$ cat src/rtl/event_encoder_pkg.sv
// Shared definitions for the event encoder: output-slot states and the
// lowest-set-bit search used by both the datapath and reference models.
package event_encoder_pkg;

  localparam int unsigned MAX_N = 32;
  localparam int unsigned IDX_W = $clog2(MAX_N);

  typedef enum logic {
    SLOT_EMPTY = 1'b0,
    SLOT_FULL  = 1'b1
  } slot_state_e;

  // Scans downward so the lowest set bit is the last one written.
  function automatic logic [IDX_W-1:0] lowest_set_index(input logic [MAX_N-1:0] vec);
    logic [IDX_W-1:0] idx;
    idx = '0;
    for (int unsigned i = MAX_N; i > 0; i--) begin
      if (vec[i-1]) idx = IDX_W'(i - 1);
    end
    return idx;
  endfunction

endpackage

$ cat src/rtl/event_encoder_prio.sv
// Combinational lowest-index-first priority encoder over the pending vector.
module prio_encoder
  import event_encoder_pkg::*;
#(
  parameter  int unsigned N = 4,
  localparam int unsigned W = $clog2(N)
) (
  input  logic [N-1:0] reqIn,
  output logic [W-1:0] idxOut,
  output logic         anyOut
);

  always_comb begin
    idxOut = W'(lowest_set_index(MAX_N'(reqIn)));
    anyOut = |reqIn;
  end

endmodule

$ cat src/rtl/event_encoder.sv
// Captures event pulses as pending bits and delivers their indices, lowest
// first, one per handshake through a registered valid/ready output.
module event_encoder
  import event_encoder_pkg::*;
#(
  parameter  int unsigned N = 4,
  localparam int unsigned W = $clog2(N)
) (
  input  logic         clk,
  input  logic         rst,
  input  logic [N-1:0] eventIn,
  input  logic         readyIn,
  output logic [W-1:0] dataOut,
  output logic         validOut,
  output logic [N-1:0] pendingOut,
  output logic         overrunOut
);

  logic [N-1:0] pending;
  logic [N-1:0] clr;
  logic [W-1:0] data;
  logic [W-1:0] sel_idx;
  logic         sel_any;
  logic         free;
  logic         load;
  logic         overrun;
  slot_state_e  state;

  prio_encoder #(.N(N)) u_prio (
    .reqIn  (pending),
    .idxOut (sel_idx),
    .anyOut (sel_any)
  );

  always_comb begin
    free = (state == SLOT_EMPTY) || readyIn;
    load = free && sel_any;
    clr  = '0;
    if (load) clr[sel_idx] = 1'b1;
  end

  // A bit loaded this edge is cleared before eventIn is OR-ed in, so a
  // coincident re-assertion counts as a fresh event rather than an overrun.
  always_ff @(posedge clk) begin
    if (rst) begin
      pending <= '0;
      data    <= '0;
      state   <= SLOT_EMPTY;
      overrun <= 1'b0;
    end else begin
      pending <= (pending & ~clr) | eventIn;
      if (|(eventIn & pending & ~clr)) overrun <= 1'b1;
      if (load) begin
        data  <= sel_idx;
        state <= SLOT_FULL;
      end else if (free) begin
        state <= SLOT_EMPTY;
      end
    end
  end

  assign dataOut    = data;
  assign validOut   = (state == SLOT_FULL);
  assign pendingOut = pending;
  assign overrunOut = overrun;

endmodule
$ cat config.mk
export PLATFORM = sky130hd
export DESIGN_NAME = event_encoder
export DESIGN_NICKNAME = d
export VERILOG_FILES = /design/src/rtl/event_encoder_pkg.sv /design/src/rtl/event_encoder_prio.sv /design/src/rtl/event_encoder.sv
export SDC_FILE = /design/constraint.sdc
export NUM_CORES = 1
export LEC_CHECK = 0
export CORE_AREA = 4 4 41 43
export CTS_CLUSTER_DIAMETER = 200
export DETAILED_ROUTE_END_ITERATION = 6
export DIE_AREA = 0 0 45 47
export GPL_ROUTABILITY_DRIVEN = 0
export PLACE_DENSITY = 0.54
export SYNTH_ARGS = -nofsm -noshare
export SYNTH_HDL_FRONTEND = slang
export SYNTH_HIERARCHICAL = 1
export SYNTH_SLANG_ARGS = --single-unit
$ cat constraint.sdc
create_clock -name clk -period 1.35 [get_ports clk]
set_input_delay 0.135 -clock clk [delete_from_list [all_inputs] [get_ports clk]]
set_output_delay 0.135 -clock clk [all_outputs]
set_load 0.02 [all_outputs]
==> flow_metrics.py, run 1 <==
metrics = {
    "sta": {
        "finalWorstSetupSlack_ps": 83.4,
        "slew_violations": 0,
        "fmax_mhz": 790,
        "worst_slew_pin_slew_ps": 311,
        "maxSlewHeadroom_pct": 79.2,
        "finalSetupViolCount": 0,
        "rsz0062_at_grt": "yes",
        "period_minus_slack_ps": 1270,
        "skew_ps": 0.124,
        "hold_violations": 0,
        "min_period_over_period_pct": 93.8,
        "finalSetupTns_ps": 0,
    },
    "detailed_routing": {
        "first_iter_violations": 16,
        "post_drt_wl_per_cell_um": 10.6,
        "vias": 390,
        "route.met3.wl_um": 85,
        "wl_met1_um": 365,
        "wl_um": 837,
        "vias_per_cell": 4.94,
        "drt_first_pass_iters": 4,
        "drc": 0,
        "met2WireLength_um": 386,
        "top_layer": "met3",
        "drtAntennaViolNets": 0,
    },
    "finish": {
        "drive_gt1_share_pct": 29.7,
        "diodes": 0,
        "area_growth_pct": 71.1,
        "final_cell_count_no_fill": 79,
        "final_cell_mix": "a21oi_1 (7), clkdlybuf4s50_1 (6), dfxtp_1 (5), dlygate4sd2_1 (5), buf_4 (5)",
        "layout_commonest_cell": "a21oi_1",
        "fin_area_um2": 608,
        "nNetsFinal": 73,
    },
    "logic_synthesis": {
        "yosysWarnings": 6,
        "syn_nets": 50,
        "avgSynthCellArea_um2": 8.26,
        "ys_types": 18,
        "synth-seq-area-share_pct": 45.1,
        "ys_ff_latch": 8,
        "synthCells": 43,
        "netlist_area_um2": 355,
    },
    "global_route": {
        "grt_pass1_vias": 332,
        "grt_overflow": 0,
        "grt_start_max_net_pins": 9,
        "antenna_found_initial": 0,
        "grt_pass1_wl_um": 1370,
        "track_usage_pct": 9.27,
    },
    "floorplan": {
        "fp.dieH_um": 47,
        "initial_core_util_pct": 27.3,
        "rows": 13,
        "io_pins": 15,
        "dieArea_um2": 2120,
        "die_width_um": 45,
        "core_area_um2": 1300,
    },
    "worst_setup_path": {
        "startpoint_type": "flip-flop",
        "crit_type": "flip-flop to flip-flop",
        "crit_arrival_ps": 1430,
        "end_kind": "flip-flop",
        "path_max_fanout": 5,
        "required_ps": 1520,
    },
    "clock_network": {
        "clock_sinks": 8,
        "path_clk_slew_ps": 50,
        "root_buffer": "clkbuf_4",
        "h-tree-depth": 1,
        "clock_latency_ps": 250,
        "cts_tree": "built",
        "clockBufferDepth": 2,
        "post_cts_buffers": 0,
        "cts-buffers-inserted": 3,
    },
    "worst_hold_path": {
        "min_path_type": "flip-flop to flip-flop",
    },
    "placed_design": {
        "numPortBuffers": 14,
        "dp_hpwl_um": 638,
        "post_dp_cell_area_um2": 553,
        "post-place-ws_ps": -41.9,
        "dp.cells": 76,
    },
    "pwr": {
        "p_per_area_nw_per_um2": 1050,
        "p_leak_nw": 0.298,
        "vdd_drop_max_v": 0.000753,
        "power_w": 0.000641,
    },
    "flow_run": {
        "maxCapViolCount": 0,
    },
    "status": {
        "status": "completed",
    },
}
-- final cells by class --
| cell class | count | area [µm²] |
|---|---|---|
| fillers | 148 | 693 |
| multi-input cells | 31 | 213 |
| repair buffers | 19 | 179 |
| flip-flops and latches | 8 | 164 |
| clock buffers | 3 | 22.5 |
| well taps | 15 | 18.8 |
| inverters | 3 | 11.3 |
-- cells by family after synthesis --
group | Yosys count | synth area share [%]
AOI/OAI and AO/OA | 12 | 21.1
DFF | 8 | 45.1
and+or+nand+nor | 19 | 29.6
buffers and inverters | 4 | 4.22
-- layer usage --
layer / up-vias / global-route usage (%)
met3: 0 / 6.13
met2: 13 / 13.3
met4: 0 / 3.51
met1: 178 / 11.0
met5: - / 0
li1: 199 / -
-- metrics by stage --
stage                     hold WS, ps  utilization (%)
final                             449             46.7
after global routing              475             46.7
after CTS                         457             43.8
after detailed placement          450             42.5
after global placement            449             42.5
after floorplan                   252                -
-- state kept, by name, indices dropped and copies added (netlist names) --
| signal | cells |
|---|---|
| overrunOut | 1 |
| dataOut | 2 |
| pendingOut | 4 |
| validOut | 1 |
-- worst max-delay path, stage by stage, from the launching register on --
cell,delay (ps)
dfxtp_2,380
nor2_2,70
nor3_2,230
nand4b_1,190
a31oi_1,100
a41oi_1,220
-- where the power goes --
| group | total (W) | internal (W) | switching, W | leakage (nW) |
|---|---|---|---|---|
| combinational | 0.000184 | 0.0000925 | 0.0000914 | 0.217 |
| sequential | 0.000280 | 0.000259 | 0.0000210 | 0.0673 |
| clock | 0.000177 | 0.000101 | 0.0000760 | 0.0138 |
| total | 0.000641 | 0.000453 | 0.000188 | 0.298 |
-- cells in the mapped netlist --
cell	n	area, µm²
nand2_2	1	6.26
a31oi_1	1	6.26
nand2_1	3	11.3
o311ai_1	1	8.76
nand4b_1	2	17.5
a21oi_1	7	35.0
dfxtp_1	8	160
inv_1	3	11.3
nand2b_4	1	13.8
nor2_1	5	18.8
a21oi_2	1	8.76
nand4_1	1	6.26
o31ai_1	1	7.51
nand3_1	4	20.0
nor3_1	1	5.00
nand2b_1	1	6.26
a41oi_1	1	8.76
clkbuf_1	1	3.75
-- repair_timing --
item,4_1_cts,5_1_grt
resized for setup,6,10
endpoints found under the setup margin,6,6
pin swaps,0,1
hold buffers,0,0
hold endpoints to repair,0,0
-- worst paths after layout --
path,start,to,slack (ps),cells after the start
worst max-delay path,pendingOut[3],overrunOut,80,5
worst min-delay path,dataOut[0],dataOut[0],450,2
worst min register to register,dataOut[0],dataOut[0],450,2
worst max register to register,pendingOut[3],overrunOut,80,5
(Power assumes the default switching activity.)
==> inputs of run 2 (changes only) <==
- PLACE_DENSITY: 0.54 -> 0.52
- clock period: 1.35 -> 1.28 ns (I/O delays scaled with it)
==> run 2 against run 1 <==
Effect of this change: flip-flop and latch count unchanged; count of clock-buffer cells in the layout unchanged; clock power is 13% higher; via count is 2.1% higher; sequential share of layout area shrank 1.2 points; sequential power increased by 6%; utilization is 3.4 points higher; cell area grew 7.2%; critical path type unchanged.
==> flow_metrics.py, run 2 (synthesized netlist as in run 1, its figures left out) <==
metrics = {
    "sta": {
        "period_minus_slack_ps": 1240,
        "hold_violations": 0,
        "finalWorstSetupSlack_ps": 42.9,
        "rsz0062_at_grt": "yes",
        "finalSetupTns_ps": 0,
        "slew_violations": 0,
        "min_period_over_period_pct": 96.6,
        "maxSlewHeadroom_pct": 79.1,
        "holdWs_ps": 451,
        "skew_ps": 7.20,
        "worst_slew_pin_slew_ps": 312,
        "finalSetupViolCount": 0,
        "fmax_mhz": 808,
    },
    "worst_setup_path": {
        "startpoint_type": "flip-flop",
        "slowest_delay_ps": 360,
        "path_buf_inv": 1,
        "crit_chain": "nand2b_4 > a21oi_4 > buf_4 > o311ai_4 > a41oi_1",
        "end_kind": "flip-flop",
        "path_max_fanout": 5,
        "crit_type": "flip-flop to flip-flop",
        "crit_arrival_ps": 1360,
        "crit_family": "compound AO/OA/AOI/OAI gates",
        "slowest_stage": "dfxtp_2",
        "required_ps": 1410,
    },
    "floorplan": {
        "dieArea_um2": 2120,
        "die_width_um": 45,
        "rows": 13,
        "initial_core_util_pct": 27.3,
        "io_pins": 15,
        "core_area_um2": 1300,
        "fp.dieH_um": 47,
    },
    "clock_network": {
        "clockBufferDepth": 2,
        "clock_sinks": 8,
        "root_buffer": "clkbuf_4",
        "cts_tree": "built",
        "cts_hold_buf": 0,
        "cts-buffers-inserted": 3,
        "clock_latency_ps": 250,
        "path_clk_slew_ps": 60,
        "h-tree-depth": 1,
    },
    "global_route": {
        "met1_usage_pct": 13.3,
        "track_usage_pct": 10.3,
        "grt_start_max_net_pins": 9,
        "grt_pass1_vias": 353,
        "met2_usage_pct": 14.7,
        "grt-busiest-layer": "met2",
        "grt_overflow": 0,
        "antenna_found_initial": 0,
        "met3_usage_pct": 4.21,
        "grt_pass1_wl_um": 1550,
    },
    "detailed_routing": {
        "drt_first_pass_iters": 4,
        "wl_um": 970,
        "post_drt_wl_per_cell_um": 11.7,
        "drc": 0,
        "first_iter_violations": 2,
        "vias_per_cell": 4.80,
        "drtAntennaViolNets": 0,
        "vias": 398,
    },
    "worst_hold_path": {
        "min_path_type": "flip-flop to flip-flop",
    },
    "flow_run": {
        "maxCapViolCount": 0,
    },
    "pwr": {
        "p_leak_nw": 0.286,
        "vdd_drop_max_v": 0.000621,
        "p_per_area_nw_per_um2": 1100,
    },
    "finish": {
        "largest_reg_flops": 4,
        "nNetsFinal": 77,
        "drive_gt1_share_pct": 35.3,
        "final_cell_mix": "buf_4 (9), dlygate4sd2_1 (8), a21oi_1 (7)",
        "diodes": 0,
        "layout_commonest_cell": "buf_4",
        "nFillCells": 142,
        "area_growth_pct": 83.5,
    },
    "placed_design": {
        "dp_hpwl_um": 687,
        "numPortBuffers": 14,
        "post-place-ws_ps": -91.0,
    },
    "status": {
        "status": "completed",
    },
}
## run 2: worst paths after layout
kind / startpoint / cells after the start / to / slack [ps]
setup / recovery: pendingOut[2] / 5 / overrunOut / 40
hold / removal: dataOut[1] / 2 / dataOut[1] / 450
setup reg to reg: pendingOut[2] / 5 / overrunOut / 40
hold reg to reg: dataOut[1] / 2 / dataOut[1] / 450
## run 2: worst register-to-register path, stage by stage (launching register included)
cell and delay (ps):
dfxtp_2 360, nand2b_4 140, a21oi_4 60, buf_4 140
o311ai_4 270, a41oi_1 130
## run 2: stage by stage
stage / total power [W] / util [%] / instances / cell area [µm²]
final: 0.000717 / 50.1 / 83 / 652
after global routing: 0.000762 / 50.1 / 83 / 652
after CTS: 0.000693 / 45.6 / 82 / 593
after detailed placement: 0.000500 / 44.0 / 78 / 573
after global placement: 0.000500 / 44.0 / 78 / 573
after floorplan: 0.000394 / - / 43 / 365
## run 2: layer usage
layer,share of wire (%),vias up
met1,47,174
met2,45,16
met4,0,0
met3,7.8,0
li1,-,208
met5,0,-
## run 2: repair_timing
item | in CTS | in global routing
pin swaps | 3 | 3
resized for setup | 8 | 9
endpoints found under the hold margin | 0 | 0
setup buffers | 1 | 1
setup endpoints to repair | 9 | 5
## run 2: final cells by class
cell class              instances  area [µm²]  share of cell area [%]
inverters                       3        11.3                    1.73
repair buffers                 23         198                    30.3
well taps                      15        18.8                    2.88
flip-flops and latches          8         168                    25.7
clock buffers                   3        22.5                    3.45
multi-input cells              31         234                    35.9
## run 2: power breakdown
| group | leakage, nW | total (W) | switching [W] | internal (W) |
|---|---|---|---|---|
| Combinational | 0.204 | 0.000220 | 0.000109 | 0.000111 |
| Clock | 0.0138 | 0.000200 | 0.0000920 | 0.000108 |
| Sequential | 0.0678 | 0.000297 | 0.0000246 | 0.000272 |
| Total | 0.286 | 0.000717 | 0.000226 | 0.000492 |
==> inputs of run 3 (changes only) <==
- SETUP_SLACK_MARGIN: unset -> 0.15
- SLEW_MARGIN: unset -> 15
==> run 3 against run 2 <==
Effect of this change: utilization increased by 4.6 points; register-to-register slack worse by 20 ps; critical path depth stayed put; sequential share of layout area fell by 1.1 points; via count up 7.3%; combinational power up 15%; worst setup slack got worse by 18 ps; first-iteration DRC count unchanged; wire length rose by 10%; critical path type unchanged; largest cell class unchanged; highest routed layer is now met4.
==> flow_metrics.py, run 3 (synthesized netlist as in run 1, its figures left out) <==
metrics = {
    "worst_setup_path": {
        "crit_arrival_ps": 1380,
        "slowest_stage": "dfxtp_4",
        "slowest_delay_ps": 370,
        "crit_family": "compound AO/OA/AOI/OAI gates",
        "startpoint_type": "flip-flop",
        "r2r_cells": 5,
        "r2r-start": "pendingOut[3]",
        "crit_type": "flip-flop to flip-flop",
        "r2r_slack_ps": 20,
        "crit_chain": "nor2_4 > nor3_4 > buf_6 > o311ai_4 > a41oi_1",
        "path_buf_inv": 1,
        "rr_endpoint": "overrunOut",
        "path_max_fanout": 5,
        "end_kind": "flip-flop",
        "required_ps": 1410,
    },
    "global_route": {
        "antenna_found_initial": 0,
        "grt_pass1_wl_um": 1440,
        "grt_pass1_vias": 336,
        "grt_overflow": 0,
        "grt_start_max_net_pins": 9,
        "track_usage_pct": 9.59,
    },
    "finish": {
        "diodes": 0,
        "nNetsFinal": 75,
        "fin_area_um2": 712,
        "largest_reg_flops": 4,
        "final_cell_count_no_fill": 82,
        "nFillCells": 125,
        "final_cell_mix": "clkdlybuf4s50_1 (6), a21oi_1 (5), dlygate4sd2_1 (5), buf_6 (5)",
        "final_util_pct": 54.7,
        "layout_commonest_cell": "clkdlybuf4s50_1",
        "drive_gt1_share_pct": 46.3,
        "area_growth_pct": 100,
    },
    "clock_network": {
        "cts_tree": "built",
        "clock_sinks": 8,
        "clock_latency_ps": 260,
        "cts-buffers-inserted": 3,
        "root_buffer": "clkbuf_4",
        "clockBufferDepth": 2,
        "path_clk_slew_ps": 60,
        "h-tree-depth": 1,
    },
    "placed_design": {
        "numPortBuffers": 14,
        "dp.cells": 73,
        "dp_hpwl_um": 662,
        "post_dp_cell_area_um2": 563,
    },
    "floorplan": {
        "dieArea_um2": 2120,
        "io_pins": 15,
        "fp.dieH_um": 47,
        "rows": 13,
        "core_area_um2": 1300,
        "initial_core_util_pct": 27.3,
        "die_width_um": 45,
    },
    "detailed_routing": {
        "drt_first_pass_iters": 4,
        "wl_um": 1070,
        "first_iter_violations": 2,
        "vias_per_cell": 5.21,
        "vias": 427,
        "post_drt_wl_per_cell_um": 13.1,
        "drc": 0,
        "drtAntennaViolNets": 0,
    },
    "worst_hold_path": {
        "hold_end": "dataOut[0]",
        "min_path_cells": 2,
        "min_path_type": "flip-flop to flip-flop",
        "min_from": "dataOut[0]",
    },
    "sta": {
        "hold_violations": 0,
        "min_period_over_period_pct": 98.1,
        "skew_ps": 8.99,
        "period_minus_slack_ps": 1260,
        "rsz0062_at_grt": "yes",
        "finalSetupViolCount": 0,
        "maxSlewHeadroom_pct": 76.4,
        "fmax_mhz": 797,
        "slew_violations": 0,
        "worst_slew_pin_slew_ps": 353,
    },
    "pwr": {
        "power_w": 0.000765,
        "vdd_drop_max_v": 0.000841,
        "p_per_area_nw_per_um2": 1080,
        "p_leak_nw": 0.291,
    },
    "status": {
        "status": "completed",
    },
    "flow_run": {
        "maxCapViolCount": 0,
    },
}
-- run 3: cell count changes in the layout (fill, tap and decap cells not counted), moves of 2 or more --
cell and change:
clkbuf_2 +2, buf_6 +5, nand3_1 -2, a21oi_2 +2, dlygate4sd2_1 -3, dfxtp_2 -3
dfxtp_4 +3, nand3_2 +2, a21oi_1 -2, buf_4 -7, nand2_4 +2
-- run 3: where the power goes --
group          internal, W  total, W  leakage, nW  switching [W]
clock             0.000120  0.000211       0.0150      0.0000912
combinational     0.000125  0.000252        0.207       0.000127
sequential        0.000270  0.000302       0.0688      0.0000319
-- run 3: per-layer routing --
| metal | track usage [%] | wire length, µm | share of wire (%) |
|---|---|---|---|
| met1 | 12.4 | 465 | 43 |
| met2 | 13.8 | 487 | 45 |
| met3 | 5.75 | 101 | 9.4 |
| met4 | 1.75 | 17 | 1.6 |
| met5 | 0 | 0 | 0 |
-- run 3: final cells by class --
cell class	count	area, µm²	area share (%)
multi-input combinational	31	285	40.1
timing repair buffer	21	195	27.4
sequential	8	175	24.6
clock buffer	4	26.3	3.69
tap	15	18.8	2.64
inverter	3	11.3	1.58
-- run 3: stage by stage --
stage / setup TNS (ps) / worst slack [ps] / hold WS, ps
after floorplan: 0 / 89.8 / 244
after global placement: -66.4 / -66.4 / 448
after detailed placement: -81.3 / -81.3 / 450
after CTS: 0 / 36.2 / 455
after global routing: -27.9 / -27.9 / 478
final: 0 / 24.8 / 448
-- run 3: worst register-to-register path: stages (launching register included) --
cell	delay [ps]
dfxtp_4	370
nor2_4	170
nor3_4	70
buf_6	130
o311ai_4	250
a41oi_1	140
-- run 3: worst max path at each step --
| stage | start | to | cells after the start |
|---|---|---|---|
| 6_report | pendingOut[3] | overrunOut | 5 |
| 3_5_place_dp | readyIn | overrunOut | 5 |
| 2_1_floorplan | pendingOut[3] | overrunOut | 5 |
| 3_3_place_gp | readyIn | overrunOut | 5 |
| 5_1_grt | pendingOut[0] | overrunOut | 4 |
| 4_1_cts | pendingOut[2] | overrunOut | 5 |
-- run 3: repair_timing --
item,CTS,global route
buffers inserted,2,3
resized for setup,15,19
pin swaps,8,7
setup endpoints to repair,15,10
hold buffers,0,0
